**src/rtl/id_ex_stage_if.sv**
```systemverilog
// Decode-to-execute bundle for the ID/EX stage: decoded instruction in, registered
// instruction plus hazard controls out. master = decode side, slave = ID/EX stage.
interface id_ex_stage_if #(
  parameter int DATA_W = 32,
  parameter int CNT_W  = 16
);
  logic [4:0]        ifid_rs;
  logic [4:0]        ifid_rt;
  logic [4:0]        ifid_rd;
  logic [1:0]        id_wb;
  logic [1:0]        id_m;
  logic [3:0]        id_ex;
  logic [DATA_W-1:0] id_rs_data;
  logic [DATA_W-1:0] id_rt_data;
  logic [DATA_W-1:0] id_imm;
  logic [DATA_W-1:0] id_pc4;
  logic              flush;

  logic [1:0]        idex_wb;
  logic [1:0]        idex_m;
  logic [3:0]        idex_ex;
  logic [DATA_W-1:0] idex_rs_data;
  logic [DATA_W-1:0] idex_rt_data;
  logic [DATA_W-1:0] idex_imm;
  logic [DATA_W-1:0] idex_pc4;
  logic [4:0]        idex_rs;
  logic [4:0]        idex_rt;
  logic [4:0]        idex_rd;
  logic              pc_write;
  logic              ifid_write;
  logic              stall;
  logic [CNT_W-1:0]  stall_count;

  modport master (
    output ifid_rs, ifid_rt, ifid_rd, id_wb, id_m, id_ex,
           id_rs_data, id_rt_data, id_imm, id_pc4, flush,
    input  idex_wb, idex_m, idex_ex, idex_rs_data, idex_rt_data, idex_imm, idex_pc4,
           idex_rs, idex_rt, idex_rd, pc_write, ifid_write, stall, stall_count
  );

  modport slave (
    input  ifid_rs, ifid_rt, ifid_rd, id_wb, id_m, id_ex,
           id_rs_data, id_rt_data, id_imm, id_pc4, flush,
    output idex_wb, idex_m, idex_ex, idex_rs_data, idex_rt_data, idex_imm, idex_pc4,
           idex_rs, idex_rt, idex_rd, pc_write, ifid_write, stall, stall_count
  );
endinterface

```
**src/rtl/id_ex_stage.sv**
```systemverilog
// ID/EX pipeline register with load-use hazard detection and bubble insertion.
// Optional saturating stall counter is built only when IDEX_STALL_CNT_EN is defined.
module id_ex_stage #(
  parameter int DATA_W = 32,
  parameter int CNT_W  = 16
) (
  input logic         clk,
  input logic         rst,
  id_ex_stage_if.slave bus
);

  logic hazard;
  logic bubble;

  // Conservative: both source fields compared, rt==0 still counts as a match.
  assign hazard         = bus.idex_m[1] &&
                          ((bus.idex_rt == bus.ifid_rs) || (bus.idex_rt == bus.ifid_rt));
  assign bus.stall      = hazard && !bus.flush;
  assign bus.pc_write   = !bus.stall;
  assign bus.ifid_write = !bus.stall;
  assign bubble         = bus.flush || bus.stall;

  always_ff @(posedge clk) begin
    if (rst) begin
      bus.idex_wb      <= 2'b00;
      bus.idex_m       <= 2'b00;
      bus.idex_ex      <= 4'b0000;
      bus.idex_rs_data <= {DATA_W{1'b0}};
      bus.idex_rt_data <= {DATA_W{1'b0}};
      bus.idex_imm     <= {DATA_W{1'b0}};
      bus.idex_pc4     <= {DATA_W{1'b0}};
      bus.idex_rs      <= 5'd0;
      bus.idex_rt      <= 5'd0;
      bus.idex_rd      <= 5'd0;
    end else begin
      // A bubble only zeroes control; datapath fields still load so they stay deterministic.
      if (bubble) begin
        bus.idex_wb <= 2'b00;
        bus.idex_m  <= 2'b00;
        bus.idex_ex <= 4'b0000;
      end else begin
        bus.idex_wb <= bus.id_wb;
        bus.idex_m  <= bus.id_m;
        bus.idex_ex <= bus.id_ex;
      end
      bus.idex_rs_data <= bus.id_rs_data;
      bus.idex_rt_data <= bus.id_rt_data;
      bus.idex_imm     <= bus.id_imm;
      bus.idex_pc4     <= bus.id_pc4;
      bus.idex_rs      <= bus.ifid_rs;
      bus.idex_rt      <= bus.ifid_rt;
      bus.idex_rd      <= bus.ifid_rd;
    end
  end

`ifdef IDEX_STALL_CNT_EN
  logic [CNT_W-1:0] stall_cnt;

  always_ff @(posedge clk) begin
    if (rst) begin
      stall_cnt <= {CNT_W{1'b0}};
    end else if (bus.stall && (stall_cnt != {CNT_W{1'b1}})) begin
      stall_cnt <= stall_cnt + CNT_W'(1);
    end
  end

  assign bus.stall_count = stall_cnt;
`else
  assign bus.stall_count = {CNT_W{1'b0}};
`endif

endmodule

```
**src/flat_wrapper.sv**
```systemverilog
// flat-port wrapper written by rule: the top's interface ports become plain ports
module id_ex_stage_flat 
#(
  parameter int DATA_W = 32,
  parameter int CNT_W  = 16
)
  (clk, rst, bus_ifid_rs, bus_ifid_rt, bus_ifid_rd, bus_id_wb, bus_id_m, bus_id_ex, bus_id_rs_data, bus_id_rt_data, bus_id_imm, bus_id_pc4, bus_flush, bus_idex_wb, bus_idex_m, bus_idex_ex, bus_idex_rs_data, bus_idex_rt_data, bus_idex_imm, bus_idex_pc4, bus_idex_rs, bus_idex_rt, bus_idex_rd, bus_pc_write, bus_ifid_write, bus_stall, bus_stall_count);
  id_ex_stage_if #(.DATA_W(DATA_W), .CNT_W(CNT_W)) bus_i ();
  input logic clk;
  input logic rst;
  input wire logic [$bits(bus_i.ifid_rs)-1:0] bus_ifid_rs;
  input wire logic [$bits(bus_i.ifid_rt)-1:0] bus_ifid_rt;
  input wire logic [$bits(bus_i.ifid_rd)-1:0] bus_ifid_rd;
  input wire logic [$bits(bus_i.id_wb)-1:0] bus_id_wb;
  input wire logic [$bits(bus_i.id_m)-1:0] bus_id_m;
  input wire logic [$bits(bus_i.id_ex)-1:0] bus_id_ex;
  input wire logic [$bits(bus_i.id_rs_data)-1:0] bus_id_rs_data;
  input wire logic [$bits(bus_i.id_rt_data)-1:0] bus_id_rt_data;
  input wire logic [$bits(bus_i.id_imm)-1:0] bus_id_imm;
  input wire logic [$bits(bus_i.id_pc4)-1:0] bus_id_pc4;
  input wire logic [$bits(bus_i.flush)-1:0] bus_flush;
  output wire logic [$bits(bus_i.idex_wb)-1:0] bus_idex_wb;
  output wire logic [$bits(bus_i.idex_m)-1:0] bus_idex_m;
  output wire logic [$bits(bus_i.idex_ex)-1:0] bus_idex_ex;
  output wire logic [$bits(bus_i.idex_rs_data)-1:0] bus_idex_rs_data;
  output wire logic [$bits(bus_i.idex_rt_data)-1:0] bus_idex_rt_data;
  output wire logic [$bits(bus_i.idex_imm)-1:0] bus_idex_imm;
  output wire logic [$bits(bus_i.idex_pc4)-1:0] bus_idex_pc4;
  output wire logic [$bits(bus_i.idex_rs)-1:0] bus_idex_rs;
  output wire logic [$bits(bus_i.idex_rt)-1:0] bus_idex_rt;
  output wire logic [$bits(bus_i.idex_rd)-1:0] bus_idex_rd;
  output wire logic [$bits(bus_i.pc_write)-1:0] bus_pc_write;
  output wire logic [$bits(bus_i.ifid_write)-1:0] bus_ifid_write;
  output wire logic [$bits(bus_i.stall)-1:0] bus_stall;
  output wire logic [$bits(bus_i.stall_count)-1:0] bus_stall_count;
  assign bus_i.ifid_rs = bus_ifid_rs;
  assign bus_i.ifid_rt = bus_ifid_rt;
  assign bus_i.ifid_rd = bus_ifid_rd;
  assign bus_i.id_wb = bus_id_wb;
  assign bus_i.id_m = bus_id_m;
  assign bus_i.id_ex = bus_id_ex;
  assign bus_i.id_rs_data = bus_id_rs_data;
  assign bus_i.id_rt_data = bus_id_rt_data;
  assign bus_i.id_imm = bus_id_imm;
  assign bus_i.id_pc4 = bus_id_pc4;
  assign bus_i.flush = bus_flush;
  assign bus_idex_wb = bus_i.idex_wb;
  assign bus_idex_m = bus_i.idex_m;
  assign bus_idex_ex = bus_i.idex_ex;
  assign bus_idex_rs_data = bus_i.idex_rs_data;
  assign bus_idex_rt_data = bus_i.idex_rt_data;
  assign bus_idex_imm = bus_i.idex_imm;
  assign bus_idex_pc4 = bus_i.idex_pc4;
  assign bus_idex_rs = bus_i.idex_rs;
  assign bus_idex_rt = bus_i.idex_rt;
  assign bus_idex_rd = bus_i.idex_rd;
  assign bus_pc_write = bus_i.pc_write;
  assign bus_ifid_write = bus_i.ifid_write;
  assign bus_stall = bus_i.stall;
  assign bus_stall_count = bus_i.stall_count;
  id_ex_stage #(.DATA_W(DATA_W), .CNT_W(CNT_W)) u_core (.clk(clk), .rst(rst), .bus(bus_i));
endmodule
```
**config.mk**
```make
export PLATFORM = sky130hd
export DESIGN_NAME = id_ex_stage_flat
export DESIGN_NICKNAME = d
export VERILOG_FILES = /design/src/rtl/id_ex_stage_if.sv /design/src/rtl/id_ex_stage.sv /design/src/flat_wrapper.sv
export SDC_FILE = /design/constraint.sdc
export NUM_CORES = 1
export LEC_CHECK = 0
export CAP_MARGIN = 25
export CELL_PAD_IN_SITES_DETAIL_PLACEMENT = 1
export CELL_PAD_IN_SITES_GLOBAL_PLACEMENT = 1
export CORE_MARGIN = 4
export CORE_UTILIZATION = 27
export CTS_BUF_LIST = sky130_fd_sc_hd__clkbuf_4
export DETAILED_ROUTE_END_ITERATION = 8
export GPL_TIMING_DRIVEN = 0
export PLACE_DENSITY_LB_ADDON = 0.1
export RECOVER_POWER = 50
export SYNTH_ARGS = -nofsm -noshare
export SYNTH_HDL_FRONTEND = slang
export SYNTH_SLANG_ARGS = --single-unit
```
**constraint.sdc**
```tcl
create_clock -name clk -period 3.8 [get_ports clk]
set_input_delay 0.76 -clock clk [delete_from_list [all_inputs] [get_ports clk]]
set_output_delay 0.76 -clock clk [all_outputs]
set_load 0.005 [all_outputs]
```
# Word-level counts from Yosys, hierarchy flattened

Cells that the tools add are included.

Register bits: 151
Input port bits: 154
Output and inout port bits: 170

Eq/ne operators: 2
Reductions and logical operators: 7

Operators with widths:

| cell                | number |
|---|---|
| $eq A5 B5 Y1        | 2 |
| $logic_and A1 B1 Y1 | 2 |
| $logic_not A1 Y1    | 2 |
| $logic_or A1 B1 Y1  | 2 |
| $reduce_or A2 Y1    | 1 |

# Depth between registers and ports, before layout

Depth in word-level cells: 6
Mapped depth: 5
Depth with buffers taken out: 4

# Least setup slack after synthesis

No wires, ideal clock.

Path type: input -> output
Start: input port bus_ifid_rt[4]
End: output port bus_pc_write
Arrival time: 1773 ps
Stages: 5
Slack: 1267 ps
Cell sequence: xor2_1 -> nor4_2 -> a32oi_2 -> or2_1 -> buf_4

Cells in the longest elaborated chain, start to end: 5

Ends and longest elaborated chain:

| what                | RTL line           | source |
|---|---|---|
| from (decl)         | flat_wrapper.sv:12 | `input wire logic [$bits(bus_i.ifid_rt)-1:0] bus_ifid_rt;` |
| $eq A5 B5 Y1        | id_ex_stage.sv:17  | `((bus.idex_rt == bus.ifid_rs) \|\| (bus.idex_rt == bus.ifid_rt));` |
| $logic_or A1 B1 Y1  | id_ex_stage.sv:17  |  |
| $logic_and A1 B1 Y1 | id_ex_stage.sv:16  | `assign hazard = bus.idex_m[1] &&` |
| $logic_and A1 B1 Y1 | id_ex_stage.sv:18  | `assign bus.stall = hazard && !bus.flush;` |
| $logic_not A1 Y1    | n/a                |  |
| to (decl)           | flat_wrapper.sv:32 | `output wire logic [$bits(bus_i.pc_write)-1:0] bus_pc_write;` |

No other way between the ends.

# Final worst setup path

Start: input port bus_ifid_rt[0]
End: output port bus_pc_write

Cells in the longest elaborated chain, start to end: 5

Ends and longest elaborated chain:

| what                | RTL line          | source |
|---|---|---|
| $eq A5 B5 Y1        | id_ex_stage.sv:17 |  |
| $logic_or A1 B1 Y1  | id_ex_stage.sv:17 |  |
| $logic_and A1 B1 Y1 | id_ex_stage.sv:16 |  |
| $logic_and A1 B1 Y1 | id_ex_stage.sv:18 |  |
| $logic_not A1 Y1    | id_ex_stage.sv:19 | `assign bus.pc_write = !bus.stall;` |

No other way between the ends.

==> reports/qor.yml <==
postLayoutCoreUtil: 0.523
rrSetupSlack_ps: 2360
grt_max_degree: 17
hold_slack_ps: 757
ir_worst_vdd_mv: 0.152
portBuffers: 306
cts_tree: "yes"
p_leak_nw: 3.19
worstHoldStart: "bus_id_imm[25]"
syn_inst: 353
fin_tns_setup_ps: 0
synth_top_family_by_area: "simple AND/OR/NAND/NOR gates"
cts_sinks: 151
cp-end-kind: "output pin"
final_nets: 847
drv_slew: 0
fin_crit_ps: 3520
critPathLaunch: "bus_ifid_rt[0]"
vias: 3563
ios: 324
cts-htree-levels: 4
grt_pass1_vias: 3711
synth-compound-area-share: 0.00377
dp.cells: 885
cts_hold_buf: 0
maxCapViolCount: 0
status: "complete, no violations"
worstPathRequired_ps: 3040
core_sq_um: 15400
cts_setup_buffers: 0
reg2reg_from: "u_core.bus.idex_rt[4]"
synth_simple_gate_area_frac: 0.230
layout_commonest_cell: "clkdlybuf4s50_1"
die-area_sq_um: 18100
synth_xor_area_frac: 0.0203
hpwl_um: 12100
setup_violations: 0
routed_wirelength_um: 14700
synth_fa_ha_area_frac: 0
postCtsResizedCells: 0
dr.pass1.iters: 4
synth_cell_types: 15
startpoint_type: "input pin"
drive_gt1_frac: 0.0807
postSynthAreaPerCell_sq_um: 12.2
grt_pass1_wl_um: 21300
die_y_um: 134
worstHoldPathType: "input pin to register"
worst_pin_slew_ps: 620
synth_warnings: 0
final_antenna_net_count: 0
drc_errors: 0
clock_path_buffers: 2
fmax_ghz: 0.284
clock_latency_ps: 540
pre_cts_slack_ps: 258
hold_viol_final: 0
netlist_area_sq_um: 4310
layout_setup_ws_ps: 275
place_congestion: 0.730
finalNonFillerCells: 918
row_count: 45
fin_skew_ps: 20.5
ys_seq_area_frac: 0.701
cts_made_buffers: 17
vias_per_cell: 3.88
grt_use_total: 0.159
antenna_found_initial: 1
path_clk_slew_ps: 130
powerDensity_nw_per_um2: 419
cts_root_buf: "clkbuf_4"
die_w_um: 134
final_cell_mix: "clkdlybuf4s50_1, dfxtp_1, nor2b_1, clkbuf_4, buf_4"
area_delta_synth_final_pct: 86.9
crit_fanout: 10
synth_mux_area_frac: 0
wire_per_inst_um: 16.0
initial_utilization: 0.280
path_class: "input pin to output pin"
worst_ep_arrival_time_ps: 2760
slew_headroom: 0.587
fin_crit_sh: 0.928
grt_setup_unrepaired: "no"
synth-seq-cells: 151
drt-initial-drc-count: 45
grt_overflow: 0
[path summary, 6_finish.rpt]
path	end	cells past startpoint
worst min-delay path	u_core.bus.idex_imm[25]	2
worst max-delay path	bus_pc_write	7
worst min register to register	u_core.bus.idex_m[1]	2
worst max register to register	u_core.bus.idex_ex[2]	4
[state kept, by name, indices dropped and copies added (netlist names)]
register                 count
u_core.bus.idex_wb           2
u_core.bus.idex_rt           5
u_core.bus.idex_rt_data     32
u_core.bus.idex_m            2
u_core.bus.idex_pc4         32
u_core.bus.idex_rs           5
u_core.bus.idex_ex           4
u_core.bus.idex_rd           5
u_core.bus.idex_imm         32
u_core.bus.idex_rs_data     32
[worst max-delay path, stage by stage]
cell and delay, ps:
clkdlybuf4s50_1 430, xor2_1 180, nor4_2 280, a32oi_2 250
or2_1 280, buf_4 130, clkdlybuf4s50_1 440
[final cells by class]
class | instances | area (sq um)
fill | 1722 | 7360
timing repair buffer | 306 | 3060
sequential | 151 | 3020
multi-input combinational | 184 | 1160
tap | 211 | 264
clock inverter | 10 | 200
buffer | 33 | 188
clock buffer | 22 | 165
antenna | 1 | 2.50
[routing by layer]
metal	GRT usage	vias up	part of all wire
met5	0	-	0
met4	0.0628	0	0.018
met3	0.0848	18	0.11
met2	0.292	197	0.53
met1	0.146	1623	0.34
li1	-	1725	-
[synthesized netlist by cell type (all sizes together)]
master | number | area [sq um]
buf | 18 | 133
nor2 | 2 | 7.51
a32oi | 1 | 16.3
nor4 | 2 | 18.8
or2 | 1 | 6.26
nor2b | 143 | 895
and3 | 8 | 60.1
conb | 1 | 3.75
and2 | 1 | 6.26
dfxtp | 151 | 3020
clkbuf | 15 | 56.3
xor2 | 8 | 70.1
xnor2 | 2 | 17.5
[report_power, final]
| part | internal (mW) | total, mW | switching, mW | leakage [nW] |
|---|---|---|---|---|
| Combinational | 0.327 | 0.456 | 0.129 | 1.74 |
| Clock | 0.687 | 1.23 | 0.545 | 0.193 |
| Sequential | 1.67 | 1.69 | 0.0235 | 1.26 |
| Total | 2.68 | 3.38 | 0.698 | 3.19 |
[per-stage QoR]
stage	power (mW)	area (sq um)
floorplan	1.83	4370
global placement	2.18	7700
detailed placement	2.19	7700
CTS	3.43	8060
global route	3.54	8060
finish	3.38	8060
[kinds of logic after synthesis]
logic type / after synthesis
other cells: 1
buf+inv: 33
compound gates: 1
xor+xnor: 10
simple gates: 157
flops: 151
Note: power is estimated with default switching activity, not from simulation.
